--- src/rtl/pmem_arbiter_if.sv ---
// pmem_arbiter_if: IFU/LSU request/response channels plus the Pmem port.
// slave = arbiter side; master = requesters and the Pmem model.
interface pmem_arbiter_if;
   logic        ifu_req_valid;
   logic        ifu_req_ready;
   logic [63:0] ifu_req_addr;
   logic        ifu_resp_valid;
   logic        ifu_resp_ready;
   logic [63:0] ifu_resp_data;
   logic        lsu_req_valid;
   logic        lsu_req_ready;
   logic [63:0] lsu_req_addr;
   logic        lsu_req_wen;
   logic [63:0] lsu_req_wdata;
   logic [7:0]  lsu_req_wmask;
   logic        lsu_resp_valid;
   logic        lsu_resp_ready;
   logic [63:0] lsu_resp_data;
   logic [63:0] pmem_raddr;
   logic        pmem_rvalid;
   logic [63:0] pmem_rdata;
   logic [63:0] pmem_waddr;
   logic [63:0] pmem_wdata;
   logic [7:0]  pmem_wmask;

   modport slave (
      input  ifu_req_valid, ifu_req_addr, ifu_resp_ready,
      input  lsu_req_valid, lsu_req_addr, lsu_req_wen,
      input  lsu_req_wdata, lsu_req_wmask, lsu_resp_ready,
      input  pmem_rdata,
      output ifu_req_ready, ifu_resp_valid, ifu_resp_data,
      output lsu_req_ready, lsu_resp_valid, lsu_resp_data,
      output pmem_raddr, pmem_rvalid, pmem_waddr,
      output pmem_wdata, pmem_wmask
   );

   modport master (
      output ifu_req_valid, ifu_req_addr, ifu_resp_ready,
      output lsu_req_valid, lsu_req_addr, lsu_req_wen,
      output lsu_req_wdata, lsu_req_wmask, lsu_resp_ready,
      output pmem_rdata,
      input  ifu_req_ready, ifu_resp_valid, ifu_resp_data,
      input  lsu_req_ready, lsu_resp_valid, lsu_resp_data,
      input  pmem_raddr, pmem_rvalid, pmem_waddr,
      input  pmem_wdata, pmem_wmask
   );
endinterface

--- src/rtl/pmem_arbiter.sv ---
// pmem_arbiter: round-robin IFU/LSU share of the single Pmem port.
// Optional PMEM_ARB_PERF_EN adds grant and conflict-cycle counters.
module pmem_arbiter #(
   parameter int unsigned MEM_LATENCY = 2
) (
   input  logic          clock,
   input  logic          reset_n,
   pmem_arbiter_if.slave bus
`ifdef PMEM_ARB_PERF_EN
   ,
   output logic [31:0]   perf_ifu_grants,
   output logic [31:0]   perf_lsu_grants,
   output logic [31:0]   perf_conflict_cycles
`endif
);

   typedef enum logic [1:0] {
      S_IDLE, S_WAIT, S_ACCESS, S_RESP
   } state_t;

   localparam logic [3:0] CNT_LOAD =
      (MEM_LATENCY == 0) ? 4'd0 : 4'(MEM_LATENCY - 1);

   state_t      state;
   state_t      state_nx;
   logic [3:0]  cnt;
   logic        owner_lsu;
   logic        last_lsu;
   logic        wen_q;
   logic [7:0]  wmask_q;
   logic [63:0] addr_q;
   logic [63:0] wdata_q;
   logic [63:0] resp_q;
   logic        grant_ifu;
   logic        grant_lsu;
   logic        accept;
   logic        resp_fire;

   // Round-robin: a lone requester wins, a tie goes to the one not served last.
   always_comb begin
      grant_ifu = bus.ifu_req_valid & (~bus.lsu_req_valid | last_lsu);
      grant_lsu = bus.lsu_req_valid & (~bus.ifu_req_valid | ~last_lsu);
      accept    = (state == S_IDLE) & (grant_ifu | grant_lsu);
      resp_fire = (state == S_RESP) &
                  (owner_lsu ? bus.lsu_resp_ready : bus.ifu_resp_ready);
   end

   // State register.
   always_ff @(posedge clock or negedge reset_n) begin
      if (!reset_n) state <= S_IDLE;
      else          state <= state_nx;
   end

   // Next-state: accept, optional wait, one access cycle, hold response.
   always_comb begin
      state_nx = state;
      unique case (state)
         S_IDLE:
            if (accept)
               state_nx = (MEM_LATENCY == 0) ? S_ACCESS : S_WAIT;
         S_WAIT:
            if (cnt == 4'd0) state_nx = S_ACCESS;
         S_ACCESS:
            state_nx = S_RESP;
         S_RESP:
            if (resp_fire) state_nx = S_IDLE;
         default:
            state_nx = S_IDLE;
      endcase
   end

   // Outputs: Pmem strobes only in ACCESS, responses only in RESP.
   always_comb begin
      bus.ifu_req_ready  = 1'b0;
      bus.lsu_req_ready  = 1'b0;
      bus.ifu_resp_valid = 1'b0;
      bus.lsu_resp_valid = 1'b0;
      bus.ifu_resp_data  = '0;
      bus.lsu_resp_data  = '0;
      bus.pmem_rvalid    = 1'b0;
      bus.pmem_wmask     = '0;
      unique case (state)
         S_IDLE: begin
            bus.ifu_req_ready = reset_n & grant_ifu;
            bus.lsu_req_ready = reset_n & grant_lsu;
         end
         S_ACCESS: begin
            bus.pmem_rvalid = ~wen_q;
            bus.pmem_wmask  = wen_q ? wmask_q : 8'h00;
         end
         S_RESP: begin
            bus.ifu_resp_valid = ~owner_lsu;
            bus.lsu_resp_valid = owner_lsu;
            bus.ifu_resp_data  = owner_lsu ? 64'd0 : resp_q;
            bus.lsu_resp_data  = owner_lsu ? resp_q : 64'd0;
         end
         default: ;
      endcase
   end

   assign bus.pmem_raddr = addr_q;
   assign bus.pmem_waddr = addr_q;
   assign bus.pmem_wdata = wdata_q;

   // Latch the winning request, run the wait counter, capture read data.
   always_ff @(posedge clock or negedge reset_n) begin
      if (!reset_n) begin
         cnt       <= 4'd0;
         owner_lsu <= 1'b0;
         last_lsu  <= 1'b1;
         wen_q     <= 1'b0;
         wmask_q   <= '0;
         addr_q    <= '0;
         wdata_q   <= '0;
         resp_q    <= '0;
      end else begin
         if (accept) begin
            cnt       <= CNT_LOAD;
            owner_lsu <= grant_lsu;
            last_lsu  <= grant_lsu;
            wen_q     <= grant_lsu & bus.lsu_req_wen;
            wmask_q   <= grant_lsu ? bus.lsu_req_wmask : 8'h00;
            addr_q    <= grant_lsu ? bus.lsu_req_addr : bus.ifu_req_addr;
            wdata_q   <= grant_lsu ? bus.lsu_req_wdata : 64'd0;
         end else if (state == S_WAIT && cnt != 4'd0) begin
            cnt <= cnt - 4'd1;
         end
         if (state == S_ACCESS)
            resp_q <= wen_q ? 64'd0 : bus.pmem_rdata;
      end
   end

`ifdef PMEM_ARB_PERF_EN
   // Accept counts per requester and cycles where a valid request is stalled.
   always_ff @(posedge clock or negedge reset_n) begin
      if (!reset_n) begin
         perf_ifu_grants      <= '0;
         perf_lsu_grants      <= '0;
         perf_conflict_cycles <= '0;
      end else begin
         if (accept & grant_ifu)
            perf_ifu_grants <= perf_ifu_grants + 32'd1;
         if (accept & grant_lsu)
            perf_lsu_grants <= perf_lsu_grants + 32'd1;
         if ((bus.ifu_req_valid & ~bus.ifu_req_ready) |
             (bus.lsu_req_valid & ~bus.lsu_req_ready))
            perf_conflict_cycles <= perf_conflict_cycles + 32'd1;
      end
   end
`endif

endmodule

--- src/flat_wrapper.sv ---
// flat-port wrapper written by rule: the top's interface ports become plain ports
module pmem_arbiter_flat 
#(
   parameter int unsigned MEM_LATENCY = 2
)
  (clock, reset_n, bus_ifu_req_valid, bus_ifu_req_addr, bus_ifu_resp_ready, bus_lsu_req_valid, bus_lsu_req_addr, bus_lsu_req_wen, bus_lsu_req_wdata, bus_lsu_req_wmask, bus_lsu_resp_ready, bus_pmem_rdata, bus_ifu_req_ready, bus_ifu_resp_valid, bus_ifu_resp_data, bus_lsu_req_ready, bus_lsu_resp_valid, bus_lsu_resp_data, bus_pmem_raddr, bus_pmem_rvalid, bus_pmem_waddr, bus_pmem_wdata, bus_pmem_wmask);
  pmem_arbiter_if bus_i ();
  input  logic clock;
  input  logic reset_n;
  input wire logic [$bits(bus_i.ifu_req_valid)-1:0] bus_ifu_req_valid;
  input wire logic [$bits(bus_i.ifu_req_addr)-1:0] bus_ifu_req_addr;
  input wire logic [$bits(bus_i.ifu_resp_ready)-1:0] bus_ifu_resp_ready;
  input wire logic [$bits(bus_i.lsu_req_valid)-1:0] bus_lsu_req_valid;
  input wire logic [$bits(bus_i.lsu_req_addr)-1:0] bus_lsu_req_addr;
  input wire logic [$bits(bus_i.lsu_req_wen)-1:0] bus_lsu_req_wen;
  input wire logic [$bits(bus_i.lsu_req_wdata)-1:0] bus_lsu_req_wdata;
  input wire logic [$bits(bus_i.lsu_req_wmask)-1:0] bus_lsu_req_wmask;
  input wire logic [$bits(bus_i.lsu_resp_ready)-1:0] bus_lsu_resp_ready;
  input wire logic [$bits(bus_i.pmem_rdata)-1:0] bus_pmem_rdata;
  output wire logic [$bits(bus_i.ifu_req_ready)-1:0] bus_ifu_req_ready;
  output wire logic [$bits(bus_i.ifu_resp_valid)-1:0] bus_ifu_resp_valid;
  output wire logic [$bits(bus_i.ifu_resp_data)-1:0] bus_ifu_resp_data;
  output wire logic [$bits(bus_i.lsu_req_ready)-1:0] bus_lsu_req_ready;
  output wire logic [$bits(bus_i.lsu_resp_valid)-1:0] bus_lsu_resp_valid;
  output wire logic [$bits(bus_i.lsu_resp_data)-1:0] bus_lsu_resp_data;
  output wire logic [$bits(bus_i.pmem_raddr)-1:0] bus_pmem_raddr;
  output wire logic [$bits(bus_i.pmem_rvalid)-1:0] bus_pmem_rvalid;
  output wire logic [$bits(bus_i.pmem_waddr)-1:0] bus_pmem_waddr;
  output wire logic [$bits(bus_i.pmem_wdata)-1:0] bus_pmem_wdata;
  output wire logic [$bits(bus_i.pmem_wmask)-1:0] bus_pmem_wmask;
  assign bus_i.ifu_req_valid = bus_ifu_req_valid;
  assign bus_i.ifu_req_addr = bus_ifu_req_addr;
  assign bus_i.ifu_resp_ready = bus_ifu_resp_ready;
  assign bus_i.lsu_req_valid = bus_lsu_req_valid;
  assign bus_i.lsu_req_addr = bus_lsu_req_addr;
  assign bus_i.lsu_req_wen = bus_lsu_req_wen;
  assign bus_i.lsu_req_wdata = bus_lsu_req_wdata;
  assign bus_i.lsu_req_wmask = bus_lsu_req_wmask;
  assign bus_i.lsu_resp_ready = bus_lsu_resp_ready;
  assign bus_i.pmem_rdata = bus_pmem_rdata;
  assign bus_ifu_req_ready = bus_i.ifu_req_ready;
  assign bus_ifu_resp_valid = bus_i.ifu_resp_valid;
  assign bus_ifu_resp_data = bus_i.ifu_resp_data;
  assign bus_lsu_req_ready = bus_i.lsu_req_ready;
  assign bus_lsu_resp_valid = bus_i.lsu_resp_valid;
  assign bus_lsu_resp_data = bus_i.lsu_resp_data;
  assign bus_pmem_raddr = bus_i.pmem_raddr;
  assign bus_pmem_rvalid = bus_i.pmem_rvalid;
  assign bus_pmem_waddr = bus_i.pmem_waddr;
  assign bus_pmem_wdata = bus_i.pmem_wdata;
  assign bus_pmem_wmask = bus_i.pmem_wmask;
  pmem_arbiter #(.MEM_LATENCY(MEM_LATENCY)) u_core (.clock(clock), .reset_n(reset_n), .bus(bus_i));
endmodule
--- config.mk ---
export PLATFORM = sky130hd
export DESIGN_NAME = pmem_arbiter_flat
export DESIGN_NICKNAME = d
export VERILOG_FILES = /design/src/rtl/pmem_arbiter_if.sv /design/src/rtl/pmem_arbiter.sv /design/src/flat_wrapper.sv
export SDC_FILE = /design/constraint.sdc
export NUM_CORES = 1
export LEC_CHECK = 0
export ABC_AREA = 1
export CORE_AREA = 2 2 234 236
export CTS_BUF_LIST = sky130_fd_sc_hd__clkbuf_16
export DETAILED_ROUTE_END_ITERATION = 10
export DIE_AREA = 0 0 236 238
export PLACE_DENSITY = 0.44
export SLEW_MARGIN = 15
export SYNTH_ARGS = -nofsm -noshare
export SYNTH_HDL_FRONTEND = slang
export SYNTH_SLANG_ARGS = --single-unit
--- constraint.sdc ---
create_clock -name clock -period 2.4 [get_ports clock]
set_clock_uncertainty 0.1 [all_clocks]
set_input_delay 0.6 -clock clock [delete_from_list [all_inputs] [get_ports clock]]
set_output_delay 0.6 -clock clock [all_outputs]
set_load 0.02 [all_outputs]
* Word-level counts from Yosys, hierarchy flattened
Index checks and enable logic that the tools add are counted.
** Cells by class
- Add/sub/neg operators :: 1
- Equal/unequal tests :: 6
- Muxes and demuxes :: 22
- Bitwise logic cells :: 15
- Reduce and logical (&&, ||, !) cells :: 6
** Operators with widths (count)
- $mux 64 :: 7
- $mux 8 :: 3
- $mux 4 :: 2
- $pmux 2 s4 :: 1
- $and 1x1->1 :: 7
- $mux 1 :: 6
- $mux 2 :: 3
- $ne 2x1->1 const B :: 3
- $not 1->1 :: 5
- $eq 2x2->1 const B :: 2
- $logic_not 4->1 :: 1
- $reduce_bool 4->1 :: 1
- $sub 4x1->4 const B :: 1
- $or 1x1->1 :: 3
- $reduce_and 3->1 :: 1
- $eq 2x1->1 const B :: 1
- $logic_not 2->1 :: 1
- $reduce_bool 2->1 :: 1
- $logic_and 1x1->1 :: 1
** Word-level totals
- Bits in registers :: 209
- Output and inout bits :: 333
- Logic and storage cells :: 59

* Longest topological paths before layout
Gate-level depths: netlist of the first run.
- Depth in word-level cells :: 7
- Depth in mapped cells :: 9
- Mapped depth without buffers :: 8

* Least setup slack after synthesis of the first run
OpenSTA, ideal clock, no wires.
- Path type :: flip-flop to output port
- Start point :: register u_core.state[0]
- End point :: output port bus_lsu_req_ready
- Arrival :: 1.422 ns
- Required time :: 1.700 ns
- Path slack :: 0.278 ns
- Cell stages (with the launch flop) :: 7
- Path through :: dfrtp_1 -> inv_1 -> ha_1 -> nand3_1 -> buf_6 -> buf_6 -> nor2_1
** Between the ends
- Cells in the longest elaborated chain, start to end :: 2
** RTL lines
- start, declared :: line pmem_arbiter.sv:24 : state_t state;
- start signal, assigned :: line pmem_arbiter.sv:51 : else state <= state_nx;
- $logic_not 2->1 :: line pmem_arbiter.sv:82 : unique case (state)
- $mux 1 :: line pmem_arbiter.sv:82
- end, declared :: line flat_wrapper.sv:23 : output wire logic [$bits(bus_i.lsu_req_ready)-1:0] bus_lsu_req_ready;
Every way passes these cells.

* Final worst setup path of the first run
- Start point :: register u_core.state[0]
- End point :: output port bus_lsu_resp_data[62]
** Between the ends
- Cells in the longest elaborated chain, start to end :: 2
** RTL lines
- $eq 2x2->1 :: line pmem_arbiter.sv:82
- $mux 64 :: line pmem_arbiter.sv:82
- end, declared :: line flat_wrapper.sv:25 : output wire logic [$bits(bus_i.lsu_resp_data)-1:0] bus_lsu_resp_data;
Every way passes these cells.

==> flow_summary.toml, run 1 <==
[clock_tree]
cts_tree = "done"
cts-root-buf = "clkbuf_16"
htreeDepth = 1
cts.clk_slew.worst_paths_ps = 70
cts_max_path_buffers = 3
cts_buffers = 27
clk_latency_ps = 570
cts_sinks = 209

[die]
num_io_pins = 604
die_x_um = 236
die_area_um2 = 56200
die_h_um = 238
std_cell_rows = 85
initial_utilization_pct = 19.2
design.core.area_um2 = 53500

[status]
violations = "setup timing"
status = "finished, violations left"

[grt]
antenna_found_initial = 1
grt_pass1_wl_um = 61300
grt_pass1_vias = 9906
grt_start_max_net_pins = 123
grt-ovfl-total = 0
grt.total_usage_pct = 14.0

[yosys]
yosys.area.top_type = "dfrtp_1"
synthCells = 1282
synth_cell_types = 24
ys_warn_count = 0
synth.avg_cell_area_um2 = 8.01
synth-seq-cells = 209
yosys.area.top_type_share_pct = 50.7
synth_nets = 1559
synth_seq_area_share_pct = 50.9
synthTopCellsByArea = "dfrtp_1, nand2_1, o21ai_0, inv_1, buf_4"
synth_area_um2 = 10300

[final_layout]
layout_commonest_cell = "clkdlybuf4s50_1"
nets = 2121
layout_common_cells = "clkdlybuf4s50_1, nand2_1, inv_1"
fillers = 5604
drive_above_1_share_pct = 21.2
finalCoreUtilization_pct = 34.8
area_delta_synth_final_pct = 81.4
diodes = 0

[routing]
finalWirelength_um = 42600
wire_per_inst_um = 16.6
via_per_inst = 3.92
first_pass_iters = 6
drcViolationCount = 0
vias = 10028
drtIter0Drc = 413
ant_nets = 0

[timing]
whs_ps = 306
worst_pin_slew_ps = 797
relSlewSlack_pct = 46.9
min_period_over_period_pct = 108
rsz0062_at_grt = "true"
setup_viol = 140
min_period_ps = 2590
setup_tns_ps = -14200
hold_viol = 0
slew_violations = 0
max_freq_mhz = 387
layout_setup_ws_ps = -187

[power]
power_density_nw_per_um2 = 1210
clockPowerShare_pct = 19.2
power_frac_seq_pct = 27.0
ir_drop_uv = 543
sw_frac_of_total_pct = 42.7
pwr-share-comb_pct = 53.8
p_leak_uw = 0.00861
p_sw_uw = 9660
p_int_uw = 13000

[placed_design]
hpwl_um = 30800
io_buffers = 603
pre_cts_slack_ps = -389
place_congestion = 0.803

[min_path]
holdCritPathClass = "in -> async"

[setup_path]
cp_cell_sequence = "ha_4 -> nand2_8 -> buf_12 -> buf_4 -> nor2_2 -> buf_6"
end_kind = "output pin"
path_max_fanout = 7
cp_slowest_cell = "dfrtp_2"
critPathBufInv = 3
slowest_delay_ps = 410
startpoint_type = "flop"
critPathTopFamily = "buffers and inverters"
cp.required_ps = 1700
crit_arrival_ps = 1890
worst-setup-path-type = "reg -> out"
reg2reg_slack_ps = 410

[run]
maxCapViolCount = 0
-- kinds of logic after synthesis --
group           after synthesis  synth area share [%]
simple gates                438                  16.2
fa+ha+maj                     6                 0.731
flops                       209                  50.9
buf+inv                     359                  17.7
compound gates              270                  14.5
-- worst paths after layout --
path	startpoint	endpoint	cells past startpoint
worst max-delay path	u_core.state[0]$_DFFE_PN0P_	bus_lsu_resp_data[62]	6
worst min-delay path	reset_n	u_core.resp_q[11]$_DFFE_PN0P_	3
worst max register to register	u_core.state[1]$_DFFE_PN0P_	u_core.resp_q[38]$_DFFE_PN0P_	8
worst min register to register	u_core.bus.pmem_wdata[33]$_DFFE_PN0N_	u_core.bus.pmem_wdata[33]$_DFFE_PN0N_	2
max in group asynchronous	reset_n	u_core.bus.pmem_raddr[58]$_DFFE_PN0N_	4
min in group clock	u_core.bus.pmem_wdata[33]$_DFFE_PN0N_	u_core.bus.pmem_wdata[33]$_DFFE_PN0N_	2
-- metrics by stage --
stage | cells | power [µW] | area [µm²]
floorplan | 1282 | 12300 | 10300
global placement | 2495 | 17300 | 16800
detailed placement | 2495 | 17300 | 16800
CTS | 2547 | 21700 | 17500
global route | 2561 | 24100 | 18600
finish | 2561 | 22600 | 18600
-- power groups by stage --
stage                     combinational, µW  sequential [µW]  clock (µW)
after floorplan                        5330             6990           0
after global placement                11100             6110           0
after detailed placement              11200             6140           0
after CTS                             11100             6120        4490
after global routing                  13100             6300        4630
final                                 12200             6110        4330
-- routing by layer --
layer  up-vias  GRT usage, %  part of all wire (%)
met3        44          3.66                   5.9
met5         -             0                 0.016
met4         2          3.42                   2.0
met2       287          25.0                    51
li1       4964             -                     -
met1      4731          16.6                    41
-- cells in the mapped netlist --
master,instances
nand3_1,5
inv_1,222
clkbuf_1,20
nor2_1,142
o21ai_1,26
ha_1,6
buf_4,79
o21ai_4,1
o22ai_1,8
dfrtp_1,208
nand2_2,1
buf_6,20
buf_2,7
o21ai_0,204
dfstp_2,1
nand2_1,284
inv_2,2
buf_1,6
nand4_1,4
a21oi_1,1
nor3_1,1
o21ai_2,30
clkbuf_4,3
or2_2,1
-- tightest hold or removal path: stages --
cell	delay, ps
dlymetal6s4s_1	250
buf_8	120
buf_4	470
-- cell type report --
cell class,instances,area [µm²],share of cell area [%]
Tap cell,696,871,4.67
Clock inverter,23,255,1.37
Timing Repair Buffer,668,6860,36.8
Clock buffer,27,676,3.63
Multi-Input combinational cell,714,3900,20.9
Inverter,224,846,4.54
Sequential cell,209,5230,28.1
-- what timing repair did --
item                                   in CTS  in global routing
pin swaps                                   1                  3
setup endpoints to repair                 143                148
endpoints found under the hold margin      14                  0
cloned                                      1                  8
hold buffers                                1                  0
resized for setup                         451                535
buffers inserted                            0                  6
-- sequential cells by signal, summed over array words and instances, names as in the netlist --
| name | cells |
|---|---|
| u_core.bus.pmem_raddr | 64 |
| u_core.bus.pmem_wdata | 64 |
| u_core.resp_q | 64 |
| u_core.wmask_q | 8 |
| u_core.cnt | 4 |
| u_core.state | 2 |
| u_core.last_lsu | 1 |
| u_core.owner_lsu | 1 |
| u_core.wen_q | 1 |
Note: power is estimated with default switching activity, not from simulation.
==> run 2, diff against run 1 <==
Settings changed: CELL_PAD_IN_SITES_DETAIL_PLACEMENT set to 1, CELL_PAD_IN_SITES_GLOBAL_PLACEMENT set to 1, PLACE_DENSITY 0.44 to 0.61.
==> flow_summary.toml, run 2 (synthesis results as in run 1) <==
[timing]
worst_pin_slew_ps = 756
layout_setup_ws_ps = -208
rsz0062_at_grt = "true"
setup_viol = 132
slew_violations = 0
min_period_over_period_pct = 109
whs_ps = 91.8
min_period_ps = 2610
max_freq_mhz = 383
relSlewSlack_pct = 49.6
hold_viol = 0

[final_layout]
fin_cells = 2566
layout_commonest_cell = "clkdlybuf4s50_1"
final_area_um2 = 19000
drive_above_1_share_pct = 22.2
area_delta_synth_final_pct = 84.7
multi_input_area_um2 = 4090
regArea_um2 = 5230
fillers = 6212
nets = 2127
layout_common_cells = "clkdlybuf4s50_1, nand2_1, inv_1"

[placed_design]
placed_cell_area_um2 = 16700
place_congestion = 0.801
dp_cells = 2493
io_buffers = 603
hpwl_um = 32900
pre_cts_slack_ps = -288

[setup_path]
crit-reg2reg-launch = "u_core.state[0]$_DFFE_PN0P_"
slowest_delay_ps = 410
crit_arrival_ps = 1910
r2r_cells = 8
cp_slowest_cell = "dfrtp_1"
worst-setup-path-type = "reg -> out"
startpoint_type = "flop"
cp.required_ps = 1700
r2r_end = "u_core.resp_q[27]$_DFFE_PN0P_"
reg2reg_slack_ps = 380
path_max_fanout = 8
end_kind = "output pin"
cp_cell_sequence = "ha_4 -> buf_6 -> nand2_8 -> clkbuf_16 -> nor2_1 -> buf_4"

[clock_tree]
clk_latency_ps = 540
htreeDepth = 1
cts_buffers = 26
cts-root-buf = "clkbuf_16"
cts_sinks = 209
cts.clk_slew.worst_paths_ps = 60
cts_tree = "done"
cts_max_path_buffers = 3

[die]
die_x_um = 236
die_h_um = 238
design.core.area_um2 = 53500
die_area_um2 = 56200
std_cell_rows = 85
num_io_pins = 604
initial_utilization_pct = 19.2

[power]
p_int_uw = 13100
clockPowerShare_pct = 17.5
sw_frac_of_total_pct = 43.2
ir_drop_uv = 523
power_frac_seq_pct = 26.6
power_density_nw_per_um2 = 1210
p_leak_uw = 0.00859
pwr-share-comb_pct = 55.8
p_sw_uw = 9940

[grt]
antenna_found_initial = 1
grt_use_met1_pct = 17.4
gr-max-usage-layer = "met2"
grt_pass1_wl_um = 65600
grt-ovfl-total = 0
grt.total_usage_pct = 14.9
use_met2_pct = 26.8
grt_start_max_net_pins = 103
grt_pass1_vias = 10828
grtUsageMet3_pct = 4.85

[routing]
via_per_inst = 4.03
wire_per_inst_um = 17.7
ant_nets = 0
first_pass_iters = 4
drcViolationCount = 0
vias = 10351
finalWirelength_um = 45400
drtIter0Drc = 324

[min_path]
holdCritPathClass = "in -> async"

[status]
violations = "setup timing"
status = "finished, violations left"

[run]
maxCapViolCount = 0
run 2: worst max-delay path by stage:
stage | from | endpoint | slack [ps] | depth (start not counted)
after floorplan | u_core.state[0]$_DFFE_PN0P_ | bus_lsu_req_ready | 280 | 6
after global placement | bus_lsu_req_valid | bus_lsu_req_ready | -290 | 5
after detailed placement | bus_ifu_req_valid | bus_ifu_req_ready | -290 | 4
after CTS | u_core.state[0]$_DFFE_PN0P_ | bus_lsu_resp_data[20] | -400 | 6
after global routing | u_core.state[0]$_DFFE_PN0P_ | bus_lsu_resp_data[52] | -320 | 6
final | u_core.state[1]$_DFFE_PN0P_ | bus_lsu_resp_data[52] | -210 | 6
run 2: layer usage:
layer  wire length (µm)  vias up
met2              23100      355
li1                   -     4972
met5                  0        -
met1              17600     4963
met4               1170        0
met3               3510       61
run 2: repair_timing:
item	CTS	global route
endpoints found under the setup margin	146	157
buffers inserted	4	15
hold buffers	0	0
pin swaps	3	9
resized for setup	590	512
cloned	5	4
run 2: layout make-up:
cell class / instances / share of cell area (%)
inverters: 224 / 4.49
clock buffers: 27 / 3.56
multi-input cells: 714 / 21.6
well taps: 696 / 4.59
repair buffers: 675 / 37.2
diodes: 1 / 0.0132
flip-flops and latches: 209 / 27.6
clock inverters: 20 / 0.976
run 2: critical path, delay by kind of cell (launching register included):
family	cells	cell delay (ps)
buffers and inverters	3	500
adder cells (fa/ha/maj)	1	200
AND/OR/NAND/NOR	2	240
flip-flops	1	410
run 2: power by group through the flow:
stage | Sequential, µW | Combinational, µW | Clock [µW]
after floorplan | 6990 | 5330 | 0
after global placement | 6130 | 11100 | 0
after detailed placement | 6160 | 11300 | 0
after CTS | 6160 | 11700 | 4230
after global routing | 6330 | 13900 | 4350
final | 6130 | 12800 | 4040
run 2: through the flow:
stage                     TNS, ps  total power, µW  utilization (%)
after floorplan                 0            12300                -
after global placement      -4340            17200             31.3
after detailed placement    -8280            17400             31.3
after CTS                  -30620            22000             33.3
after global routing       -26090            24500             35.5
final                      -15430            23000             35.5
==> run 3, diff against run 2 <==
Settings changed: ABC_AREA 1 to not set, CAP_MARGIN set to 5, CORE_AREA 2 2 234 236 to 2 2 235 237, DIE_AREA 0 0 236 238 to 0 0 237 239, PLACE_DENSITY 0.61 to 0.57.
==> flow_summary.toml, run 3 <==
[routing]
ant_nets = 0
via_per_inst = 4.21
first_pass_iters = 5
finalWirelength_um = 46600
wire_per_inst_um = 20.5
vias = 9596
drtIter0Drc = 321
drcViolationCount = 0

[final_layout]
layout_common_cells = "clkdlybuf4s50_1, dfrtp_1, o21ai_0"
final_area_um2 = 18600
diodes = 0
nets = 1831
drive_above_1_share_pct = 23.8
area_delta_synth_final_pct = 83.1
layout_commonest_cell = "clkdlybuf4s50_1"
fillers = 6050
fin_cells = 2277

[yosys]
synth.avg_cell_area_um2 = 10.2
yosys.area.top_type = "dfrtp_1"
synth_common_cells = "dfrtp_1, o21ai_0, and3_1"
yosysMostFrequentCell = "dfrtp_1"
synth-edff-count = 0
yosys.area.top_type_share_pct = 51.4
synthCells = 995
synth-main-ff-cell = "dfrtp_1"
synthTopCellsByArea = "dfrtp_1, mux2i_1, a22o_1, o21ai_0, buf_4"
synth_area_um2 = 10100
synth_nets = 1272
synth_seq_area_share_pct = 51.6
synth_cell_types = 36
ys_warn_count = 0
async_reset_ff_share_pct = 100
synth-seq-cells = 209

[timing]
worst_pin_slew_ps = 816
slew_violations = 0
whs_ps = 398
min_period_over_period_pct = 113
layout_setup_ws_ps = -310
min_period_ps = 2710
relSlewSlack_pct = 45.6
setup_viol = 141
rsz0062_at_grt = "true"
hold_viol = 0
max_freq_mhz = 369

[die]
die_h_um = 239
die_area_um2 = 56600
initial_utilization_pct = 18.7
design.core.area_um2 = 54300
die_x_um = 237
num_io_pins = 604
std_cell_rows = 86

[grt]
grt_pass1_vias = 10423
antenna_found_initial = 0
grt_pass1_wl_um = 67700
grt_start_max_net_pins = 115
grt.total_usage_pct = 15.6
grt-ovfl-total = 0

[setup_path]
critPathBufInv = 4
path_max_fanout = 10
reg2reg_slack_ps = 340
slowest_delay_ps = 420
cp_slowest_cell = "dfrtp_1"
worst-setup-path-type = "reg -> out"
critPathTopFamily = "buffers and inverters"
cp.required_ps = 1700
end_kind = "output pin"
startpoint_type = "flop"
crit_arrival_ps = 2010
crit_top_cell = "buf_12"
cp_cell_sequence = "ha_4 -> nor2b_4 -> buf_12 -> buf_12 -> buf_12 -> and2_1 -> buf_6"

[clock_tree]
cts.clk_slew.worst_paths_ps = 60
cts_buffers = 26
clk_latency_ps = 560
cts_sinks = 209
htreeDepth = 1
cts-root-buf = "clkbuf_16"
cts_tree = "done"
cts_max_path_buffers = 3

[status]
violations = "setup timing"
status = "finished, violations left"

[placed_design]
place_congestion = 0.755
placed_cell_area_um2 = 16700
dp_cells = 2195
io_buffers = 603
hpwl_um = 32800

[power]
ir_drop_uv = 668
power_density_nw_per_um2 = 1240
p_leak_uw = 0.00828

[min_path]
holdCritPathClass = "reg -> reg"

[run]
maxCapViolCount = 0
[run 3: cell types whose count changed in the layout (fill, tap and decap cells not counted), sizes merged, moves of 66 or more]
cell and delta:
nand2 -217, inv -153, nor2 -141, o21ai -131, and3 +75, a22o +74, mux2i +67, and2 +66
[run 3: power breakdown]
group	internal (µW)	leakage, µW	switching (µW)
Sequential	5050	0.00265	1390
Clock	2090	0.000415	1660
Combinational	6400	0.00522	6480
Total	13500	0.00828	9540
[run 3: path summary, 6_finish.rpt]
check                      depth (start not counted)                                     to                                  start
setup / recovery                                   7                  bus_ifu_resp_data[14]            u_core.state[0]$_DFFE_PN0P_
hold / removal                                     1  u_core.bus.pmem_wdata[39]$_DFFE_PN0N_  u_core.bus.pmem_wdata[39]$_DFFE_PN0N_
setup reg to reg                                   6            u_core.state[1]$_DFFE_PN0P_            u_core.state[0]$_DFFE_PN0P_
hold reg to reg                                    1  u_core.bus.pmem_wdata[39]$_DFFE_PN0N_  u_core.bus.pmem_wdata[39]$_DFFE_PN0N_
max in group asynchronous                          4               u_core.wen_q$_DFFE_PN0N_                                reset_n
min in group asynchronous                          3  u_core.bus.pmem_raddr[43]$_DFFE_PN0N_                                reset_n
[run 3: final cells by class]
cell class	count	area, µm²	share of cell area, %
timing repair buffer	678	7120	38.3
sequential	209	5230	28.2
multi-input combinational	570	4260	23.0
tap	704	881	4.75
clock buffer	26	651	3.51
inverter	69	262	1.41
clock inverter	21	153	0.823
[run 3: cell families (layout without fill, tap and decap cells)]
logic type               after synthesis  in the layout  synth area share (%)
AO/OA/AOI/OAI                        213            213                  13.5
adder cells (fa/ha/maj)                6              6                 0.741
buffers and inverters                216            794                  10.9
flip-flops                           209            209                  51.6
multiplexers                          68             68                  6.73
AND/OR/NAND/NOR                      283            283                  16.5
[run 3: timing repair]
| item | CTS | global route |
|---|---|---|
| setup endpoints to repair | 152 | 145 |
| pin swaps | 5 | 7 |
| gates cloned | 8 | 3 |
| hold buffers | 1 | 0 |
| gates resized for setup | 835 | 104 |
| hold endpoints to repair | 2 | 0 |
| buffers inserted | 19 | 5 |
[run 3: per-stage QoR]
stage / TNS, ps / power [µW] / worst slack (ps) / util [%]
5_1_grt: -39040 / 24500 / -379 / 34.1
4_1_cts: -33840 / 23000 / -368 / 33.3
3_3_place_gp: -37460 / 17600 / -369 / 30.8
6_report: -28850 / 23100 / -310 / 34.1
3_5_place_dp: -42430 / 17800 / -443 / 30.8
2_1_floorplan: 0 / 12300 / 187 / -
[run 3: routing by layer]
layer  up-vias  track usage (%)  routed length (µm)
met5         -                0                   0
met4         0             3.09                 785
met3        47             3.61                3120
met2       386             28.3               23700
met1      4720             18.9               19000
li1       4443                -                   -
[run 3: worst reg2reg max path, stage by stage, from the launching register on]
cell and delay [ps]:
dfrtp_1 420, ha_4 180, buf_4 190, buf_16 170
buf_4 150, a222oi_1 390, mux2_1 360
